==> config.mk <==
export PLATFORM = sky130hd
export DESIGN_NAME = gpio_bus_bridge
export DESIGN_NICKNAME = d
export VERILOG_FILES = /design/src/rtl/bus_bridge_pkg.sv /design/src/rtl/sync2.sv /design/src/rtl/gpio_bus_bridge.sv
export SDC_FILE = /design/constraint.sdc
export NUM_CORES = 1
export LEC_CHECK = 0
export ABC_AREA = 1
export CAP_MARGIN = 20
export CORE_MARGIN = 2
export CORE_UTILIZATION = 47
export DETAILED_ROUTE_END_ITERATION = 6
export PLACE_DENSITY = 0.91
export SLEW_MARGIN = 0
export SYNTH_ARGS = -nofsm -noshare
export SYNTH_HDL_FRONTEND = slang
export SYNTH_HIERARCHICAL = 1
export SYNTH_SLANG_ARGS = --single-unit
==> constraint.sdc <==
create_clock -name clk -period 1.6 [get_ports clk]
set_input_delay 0.24 -clock clk [delete_from_list [all_inputs] [get_ports clk]]
set_output_delay 0.24 -clock clk [all_outputs]
set_load 0.01 [all_outputs]
==> src/rtl/bus_bridge_pkg.sv <==
// Shared types and constants for the GPIO bus bridge.
package bus_bridge_pkg;

   typedef enum logic [2:0] {
      IDLE,
      ALO,
      AHI,
      DATA,
      DONE
   } bridge_state_t;

   localparam logic [7:0] RDATA_TIMEOUT = 8'hFF;
   localparam logic [7:0] RDATA_WRITE   = 8'h00;

endpackage

==> src/rtl/sync2.sv <==
// Two-flop synchronizer for a single asynchronous control bit.
module sync2 (
   input  logic clk,
   input  logic nrst,
   input  logic d_i,
   output logic q_o
);

   logic meta_q;
   logic sync_q;

   always_ff @(posedge clk) begin
      if (!nrst) begin
         meta_q <= 1'b0;
         sync_q <= 1'b0;
      end else begin
         meta_q <= d_i;
         sync_q <= meta_q;
      end
   end

   assign q_o = sync_q;

endmodule

==> src/rtl/gpio_bus_bridge.sv <==
// Multiplexes the core's 16-bit address / 8-bit data bus onto 8 GPIO pins
// as address-low, address-high and data phases, stalling the core until ack or timeout.
module gpio_bus_bridge
   import bus_bridge_pkg::*;
#(
   parameter int TIMEOUT_CYCLES = 15,
   parameter int DATA_MIN       = 2
) (
   input  logic        clk,
   input  logic        nrst,
   input  logic        cpu_req,
   input  logic        cpu_rw,
   input  logic [15:0] cpu_addr,
   input  logic [7:0]  cpu_wdata,
   output logic [7:0]  cpu_rdata,
   output logic        cpu_ready,
   output logic        bus_err,
   output logic [7:0]  pad_out,
   output logic        pad_oe,
   input  logic [7:0]  pad_in,
   output logic        pad_ale_lo,
   output logic        pad_ale_hi,
   output logic        pad_rd_n,
   output logic        pad_wr_n,
   input  logic        pad_ack
);

   localparam logic [7:0] MIN_CNT = 8'(DATA_MIN);
   localparam logic [7:0] TO_CNT  = 8'(TIMEOUT_CYCLES);

   bridge_state_t state_q, state_d;
   logic [15:0]   addr_q, addr_d;
   logic          rw_q, rw_d;
   logic [7:0]    wdata_q, wdata_d;
   logic [7:0]    cnt_q, cnt_d;
   logic          timeoutHit;
   logic          ack_s;

   logic [7:0]    padOut_q, padOut_d;
   logic          padOe_q, padOe_d;
   logic          aleLo_q, aleLo_d;
   logic          aleHi_q, aleHi_d;
   logic          rdN_q, rdN_d;
   logic          wrN_q, wrN_d;
   logic          ready_q, ready_d;
   logic          err_q, err_d;
   logic [7:0]    rdata_q, rdata_d;

   sync2 u_ackSync (
      .clk  (clk),
      .nrst (nrst),
      .d_i  (pad_ack),
      .q_o  (ack_s)
   );

   always_comb begin
      state_d    = state_q;
      addr_d     = addr_q;
      rw_d       = rw_q;
      wdata_d    = wdata_q;
      cnt_d      = cnt_q;
      timeoutHit = 1'b0;

      case (state_q)
         IDLE: begin
            if (cpu_req) begin
               addr_d  = cpu_addr;
               rw_d    = cpu_rw;
               wdata_d = cpu_wdata;
               state_d = ALO;
            end
         end
         ALO: state_d = AHI;
         AHI: begin
            state_d = DATA;
            cnt_d   = 8'd1;
         end
         DATA: begin
            // Ack is checked first so a coincident ack and timeout counts as success.
            if (ack_s && (cnt_q >= MIN_CNT)) begin
               state_d = DONE;
            end else if (cnt_q >= TO_CNT) begin
               state_d    = DONE;
               timeoutHit = 1'b1;
            end else if (cnt_q != 8'hFF) begin
               cnt_d = cnt_q + 8'd1;
            end
         end
         DONE: begin
            state_d = IDLE;
            cnt_d   = 8'd0;
         end
         default: state_d = IDLE;
      endcase

      // Outputs are decoded from the next state so the registered pins line up with state_q.
      padOut_d = 8'h00;
      padOe_d  = 1'b0;
      aleLo_d  = 1'b0;
      aleHi_d  = 1'b0;
      rdN_d    = 1'b1;
      wrN_d    = 1'b1;
      ready_d  = 1'b0;
      err_d    = 1'b0;
      rdata_d  = 8'h00;

      case (state_d)
         ALO: begin
            padOut_d = addr_d[7:0];
            padOe_d  = 1'b1;
            aleLo_d  = 1'b1;
         end
         AHI: begin
            padOut_d = addr_d[15:8];
            padOe_d  = 1'b1;
            aleHi_d  = 1'b1;
         end
         DATA: begin
            if (rw_d) begin
               rdN_d = 1'b0;
            end else begin
               padOut_d = wdata_d;
               padOe_d  = 1'b1;
               wrN_d    = 1'b0;
            end
         end
         DONE: begin
            ready_d = 1'b1;
            err_d   = timeoutHit;
            if (timeoutHit) begin
               rdata_d = RDATA_TIMEOUT;
            end else if (rw_d) begin
               rdata_d = pad_in;
            end else begin
               rdata_d = RDATA_WRITE;
            end
         end
         default: ;
      endcase
   end

   always_ff @(posedge clk) begin
      if (!nrst) begin
         state_q  <= IDLE;
         addr_q   <= 16'h0000;
         rw_q     <= 1'b0;
         wdata_q  <= 8'h00;
         cnt_q    <= 8'd0;
         padOut_q <= 8'h00;
         padOe_q  <= 1'b0;
         aleLo_q  <= 1'b0;
         aleHi_q  <= 1'b0;
         rdN_q    <= 1'b1;
         wrN_q    <= 1'b1;
         ready_q  <= 1'b0;
         err_q    <= 1'b0;
         rdata_q  <= 8'h00;
      end else begin
         state_q  <= state_d;
         addr_q   <= addr_d;
         rw_q     <= rw_d;
         wdata_q  <= wdata_d;
         cnt_q    <= cnt_d;
         padOut_q <= padOut_d;
         padOe_q  <= padOe_d;
         aleLo_q  <= aleLo_d;
         aleHi_q  <= aleHi_d;
         rdN_q    <= rdN_d;
         wrN_q    <= wrN_d;
         ready_q  <= ready_d;
         err_q    <= err_d;
         rdata_q  <= rdata_d;
      end
   end

   assign pad_out    = padOut_q;
   assign pad_oe     = padOe_q;
   assign pad_ale_lo = aleLo_q;
   assign pad_ale_hi = aleHi_q;
   assign pad_rd_n   = rdN_q;
   assign pad_wr_n   = wrN_q;
   assign cpu_ready  = ready_q;
   assign bus_err    = err_q;
   assign cpu_rdata  = rdata_q;

endmodule

Word-level counts from Yosys, hierarchy flattened
Cells that the tools add are included.
W data, S select, Z words.
Storage, ports and cells
  flip-flop bits (word level): 61
  input bits: 37
  output and inout bits: 23
  logic and storage cells: 65
Operators by class
  add/sub/neg operators: 1
  magnitude comparators: 2
  eq/ne operators: 12
  mux-type cells: 27
  reductions and logical operators: 7
Operators with widths (count)
  $mux W8: 8
  $pmux W8 S3: 2
  $mux W16: 2
  $eq A3 B2 Y1 const B: 4
  $pmux W3 S4: 1
  $mux W1: 10
  $mux W3: 3
  $add A8 B1 Y8 const B: 1
  $ge A8 B2 Y1 const B: 1
  $ge A8 B4 Y1 const B: 1
  $ne A8 B8 Y1 const B: 1
  $eq A3 B1 Y1 const B: 2
  $eq A3 B3 Y1 const B: 2
  $ne A2 B2 Y1 const B: 3
  $reduce_and A2 Y1: 2
  $reduce_and A4 Y1: 1
  $logic_not A3 Y1: 1
  $reduce_bool A3 Y1: 1
  $pmux W1 S2: 1
  $reduce_or A2 Y1: 1
  $logic_and A1 B1 Y1: 1

Logic depth before layout (Yosys ltp)
Gate-level depths: netlist of run 1.
  depth after elaboration: 7
  gate-level depth with buffers: 11
  depth with buffers taken out: 11

Hierarchy
Netlist of run 1, hierarchy kept.
By module, submodules not included
  gpio_bus_bridge: instances 1, cells an instance 275, area an instance 2094.5 um2, seq. area each 1021.0 um2
  sync2: instances 1, cells an instance 6, area an instance 55.1 um2, seq. area each 40.0 um2

Worst setup path after synthesis of run 1
OpenSTA, ideal clock, no wires.
  kind: register to register
  start: register cnt_q[0]
  end: register cnt_q[0]
  library setup time: 0.133 ns
  arrival time: 1.301 ns
  required time: 1.467 ns
  slack: 0.166 ns
  stages on the path, launching flop included: 11
  buffers on the path: 0
  period minus slack after synthesis: 1.434 ns
  cell sequence: dfxtp_1 -> inv_1 -> ha_1 -> nor2_1 -> nand2_1 -> o21ai_2 -> nand2_1 -> nand2_2 -> nand2_2 -> nand2_1 -> a21oi_1
Between the ends
  cells in the longest elaborated chain, start to end: 5
  elaborated cells on any way between the ends: 13
  those cells by class: 1 x add/sub; 2 x order compare; 4 x eq/ne; 4 x mux; 2 x reduce/logical
Ends and longest elaborated chain
  start: declaration: line gpio_bus_bridge.sv:35  | logic [7:0] cnt_q, cnt_d;
  start signal: assignment: line gpio_bus_bridge.sv:163  | cnt_q <= cnt_d;
  $add A8 B1 Y8: line gpio_bus_bridge.sv:86  | cnt_d = cnt_q + 8'd1;
  $mux W8: line gpio_bus_bridge.sv:85  | end else if (cnt_q != 8'hFF) begin
  $mux W8: line gpio_bus_bridge.sv:82  | end else if (cnt_q >= TO_CNT) begin
  $mux W8: line gpio_bus_bridge.sv:80  | if (ack_s && (cnt_q >= MIN_CNT)) begin
  $pmux W8 S3: line gpio_bus_bridge.sv:64  | case (state_q)
Parallel ways exist; a longest one is shown, timed or not. The select of a mux whose other input is x is not followed.
A chain may end at the register's enable or synchronous reset.

Final worst setup path of run 1
  start: register cnt_q[0]
  end: register padOut_q[2], in the netlist pad_out[2]
Between the ends
  cells in the longest elaborated chain, start to end: 6
  elaborated cells on any way between the ends: 10
  those cells by class: 2 x order compare; 3 x eq/ne; 4 x mux; 1 x reduce/logical
Ends and longest elaborated chain
  $ge A8 B4 Y1 / $ge A8 B2 Y1 (equally long branches): line gpio_bus_bridge.sv:82, gpio_bus_bridge.sv:80
  $mux W3 / $logic_and A1 B1 Y1 (equally long branches): line gpio_bus_bridge.sv:82, gpio_bus_bridge.sv:80
  $mux W3 *: line gpio_bus_bridge.sv:80
  $pmux W3 S4 *: line gpio_bus_bridge.sv:64
  $eq A3 B2 Y1 / $eq A3 B1 Y1 (equally long branches): line gpio_bus_bridge.sv:107  | case (state_d)
  $pmux W8 S3 *: line gpio_bus_bridge.sv:107
  end signal: assignment: line gpio_bus_bridge.sv:164  | padOut_q <= padOut_d;
  end: declaration: line gpio_bus_bridge.sv:39  | logic [7:0] padOut_q, padOut_d;
Every way passes the cells marked *; elsewhere a longest branch is shown, timed or not.

==> results of run 1 <==
==> per-layer routing <==
metal | GRT usage | routed length, µm | vias up
met5 | 0 | 0 | -
met4 | 0.0629 | 127 | 0
met3 | 0.0492 | 330 | 13
met2 | 0.399 | 2990 | 64
met1 | 0.261 | 2250 | 948
li1 | - | - | 1014
==> area by class of cell <==
type                       instances  area, µm²  area share
timing repair buffer              73        733       0.234
multi-input combinational        170        983       0.313
sequential                        53       1070       0.341
clock inverter                     3       28.8     0.00917
inverter                          50        190      0.0606
tap                               52       65.1      0.0207
clock buffer                       5       68.8      0.0219
==> power by group through the flow <==
stage	combinational (mW)	sequential, mW	clock (mW)
global route	0.674	1.44	0.885
floorplan	0.300	1.47	0
global placement	0.547	1.46	0
detailed placement	0.565	1.46	0
finish	0.612	1.43	0.810
CTS	0.573	1.43	0.823
==> how the worst max path moves through the flow <==
stage                     slack, ps  depth (start not counted)  startpoint         end
after floorplan                 170                         10    cnt_q[0]    cnt_q[0]
after global placement          -90                          9     cpu_req  pad_out[5]
after detailed placement       -120                         10     cpu_req  pad_out[5]
after CTS                        30                          9    cnt_q[0]  pad_out[2]
after global routing            -70                          9    cnt_q[0]  pad_out[2]
final                            50                          9    cnt_q[0]  pad_out[2]
==> cell families after synthesis <==
logic type	Yosys count	synth area share
simple gates	121	0.249
buf+inv	59	0.116
flops	53	0.494
compound gates	45	0.126
fa+ha+maj	2	0.0116
xor+xnor	1	0.00408
==> worst register-to-register path, stage by stage (launching register included) <==
cell and delay, ps:
dfxtp_4 380, inv_4 40, ha_4 150, nor2_4 100, nand2_2 60, o21ai_4 250, nand3_4 140, nand2_4 150
nand3_2 100, a21oi_2 140
==> state kept, by name, summed over array words and instances, names as in the netlist <==
| signal | count |
|---|---|
| pad_wr_n | 1 |
| bus_err | 1 |
| pad_oe | 1 |
| wdata_q | 8 |
| addr_q | 8 |
| state_q | 3 |
| u_ackSync/q_o | 1 |
| pad_ale_lo | 1 |
| pad_out | 8 |
| cnt_q | 8 |
| rw_q | 1 |
| u_ackSync/meta_q | 1 |
| pad_ale_hi | 1 |
| cpu_ready | 1 |
| cpu_rdata | 8 |
| pad_rd_n | 1 |
==> cells in the final DEF, fill, tap and decap left out, types with 3 or more instances in the layout <==
cell and instances:
a21oi_1 7, a21oi_2 5, buf_12 3, buf_4 11, clkbuf_8 5, clkdlybuf4s50_1 59, dfxtp_1 51, inv_1 45
inv_2 3, nand2_1 48, nand2_2 6, nand2_4 5, nand3_1 10, nand3_2 7, nor2_1 33, nor2_4 3
o21a_1 6, o21ai_0 8, o21ai_1 12, o22ai_1 4
==> per-stage QoR <==
step	power (mW)	instances	util	worst slack (ps)	hold slack, ps
after floorplan	1.77	281	-	166	333
after global placement	2.01	395	0.655	-86.1	405
after detailed placement	2.03	395	0.655	-125	408
after CTS	2.83	403	0.678	29.9	424
after global routing	3.00	406	0.716	-66.1	462
final	2.85	406	0.716	49.0	425
==> what timing repair did <==
| item | CTS | global route |
|---|---|---|
| endpoints found under the setup margin | 7 | 28 |
| resized for setup | 2 | 34 |
| pin swaps | 0 | 10 |
| gates cloned | 0 | 1 |
| setup buffers | 0 | 2 |
==> reports/qor.csv, run 1 <==
metric,value,unit
antenna diode count,0,
biggest area consumer among synthesized cells,dfxtp_1,
FILL cells,331,
GRT Resource Usage Total,0.221,
clock sink count,53,
CP Max Fanout,5,
fin nets,392,
Internal,2.02,mW
Iteration-0 DRC Markers,159,
"Warnings, synthesis",6,
sw power,0.829,mW
IO Pins,60,
first-pass GRT wire length,8960,µm
Area contributors post-synth,"dfxtp_1, nand2_1, inv_1",
Critical Path Start Type,flop,
post-route design area,3140,µm²
Final Hold Viols,0,
R2R cell count,9,
max_cap viols,0,
Via density,5.02,
WP data arrival,1810,ps
CTS max path bufs,2,
status,"complete, no violations",
worst hold path type,primary input to flop,
GPL Wtd Cong,0.831,
synthesized cell area,2150,µm²
initial core utilization,0.490,
Slew Limit Headroom,0.786,
dpl cell area,2870,µm²
area growth from synthesis to layout,46.0,%
Post-CTS Hold Buffers,0,
Flop pwr share,0.502,
slowest CP cell,dfxtp_4,
TritonCTS buffer count,5,
register area share after synthesis,0.494,
WP data required,1850,ps
largest net degree at the start of global routing,34,
kind of critical path,flop to flop,
Syn Area/Cell,7.65,µm²
final setup violation count,0,
VDD IR max,0.592,mV
Mapped Nets,320,
hold endpoint,u_ackSync/meta_q,
Die X-Extent,71.6,µm
post-detailed-route DRC marker count,0,
Core ar.,4380,µm²
initial antenna violation count,0,
clock-pin slew on the worst setup and hold paths,110,ps
clk_skew,12.0,ps
vias in the first global route,2019,
CTS tree,yes,
vias post-DR,2039,
HP Start,pad_ack,
Leak,1.35,nW
Comb power frac,0.214,
Post-synth ARST share,0,
Clock power frac,0.284,
remaining global-route overflow,0,
dpl hpwl,3830,µm
switching share of power,0.290,
setup TNS,0,ps
period utilization,0.969,
fin. max-slew vios,0,
top cell type's share of synthesized area,0.494,
Pwr Density,909,nW/µm²
Routed Antenna Nets,0,
Root Buffer,clkbuf_8,
r2r setup slk,50,ps
Setup crit end kind,flop,
H-tree levels,2,
DIE AREA,5130,µm²
Tmin final,1550,ps
register bit total from synthesis,53,
"Top FF cell, synth",dfxtp_1,
cell family with most CP delay,simple AND/OR/NAND/NOR gates,
clock latency on the worst-skew pair,320,ps
routed len/inst,14.0,µm
CP cell instances,inv_4 -> ha_4 -> nor2_4 -> nand2_2 -> o21ai_4 -> nand3_4 -> nand2_4 -> nand3_2 -> a21oi_2,
synthesized instance count,281,
number of synthesized flops with an enable pin,0,
FP Rows,24,
layout cell share with drive strength beyond 1,0.175,
IO Port Bufs,59,
RSZ-0062 raised after global routing,yes,
Yosys cell types,31,
worst-margin pin slew,320,ps
Hold Crit Depth,3,
Routed WL,5700,µm
DR pass1 iterations,5,
"slowest stage delay, CP",380,ps
die extent in y,71.6,µm
Worst Path Buf+Inv,1,
FMAX,0.645,GHz
reg2reg end,pad_out[2],
Synth top cells by count,"dfxtp_1, nand2_1, inv_1",
reg2reg start,cnt_q[0],
Power figures use the tool's default switching activity.
==> inputs of run 2 (changes only) <==
SLEW_MARGIN = default   (was 0)
==> results of run 2 <==
Final layout, timing and power as in run 1 (identical DEF).
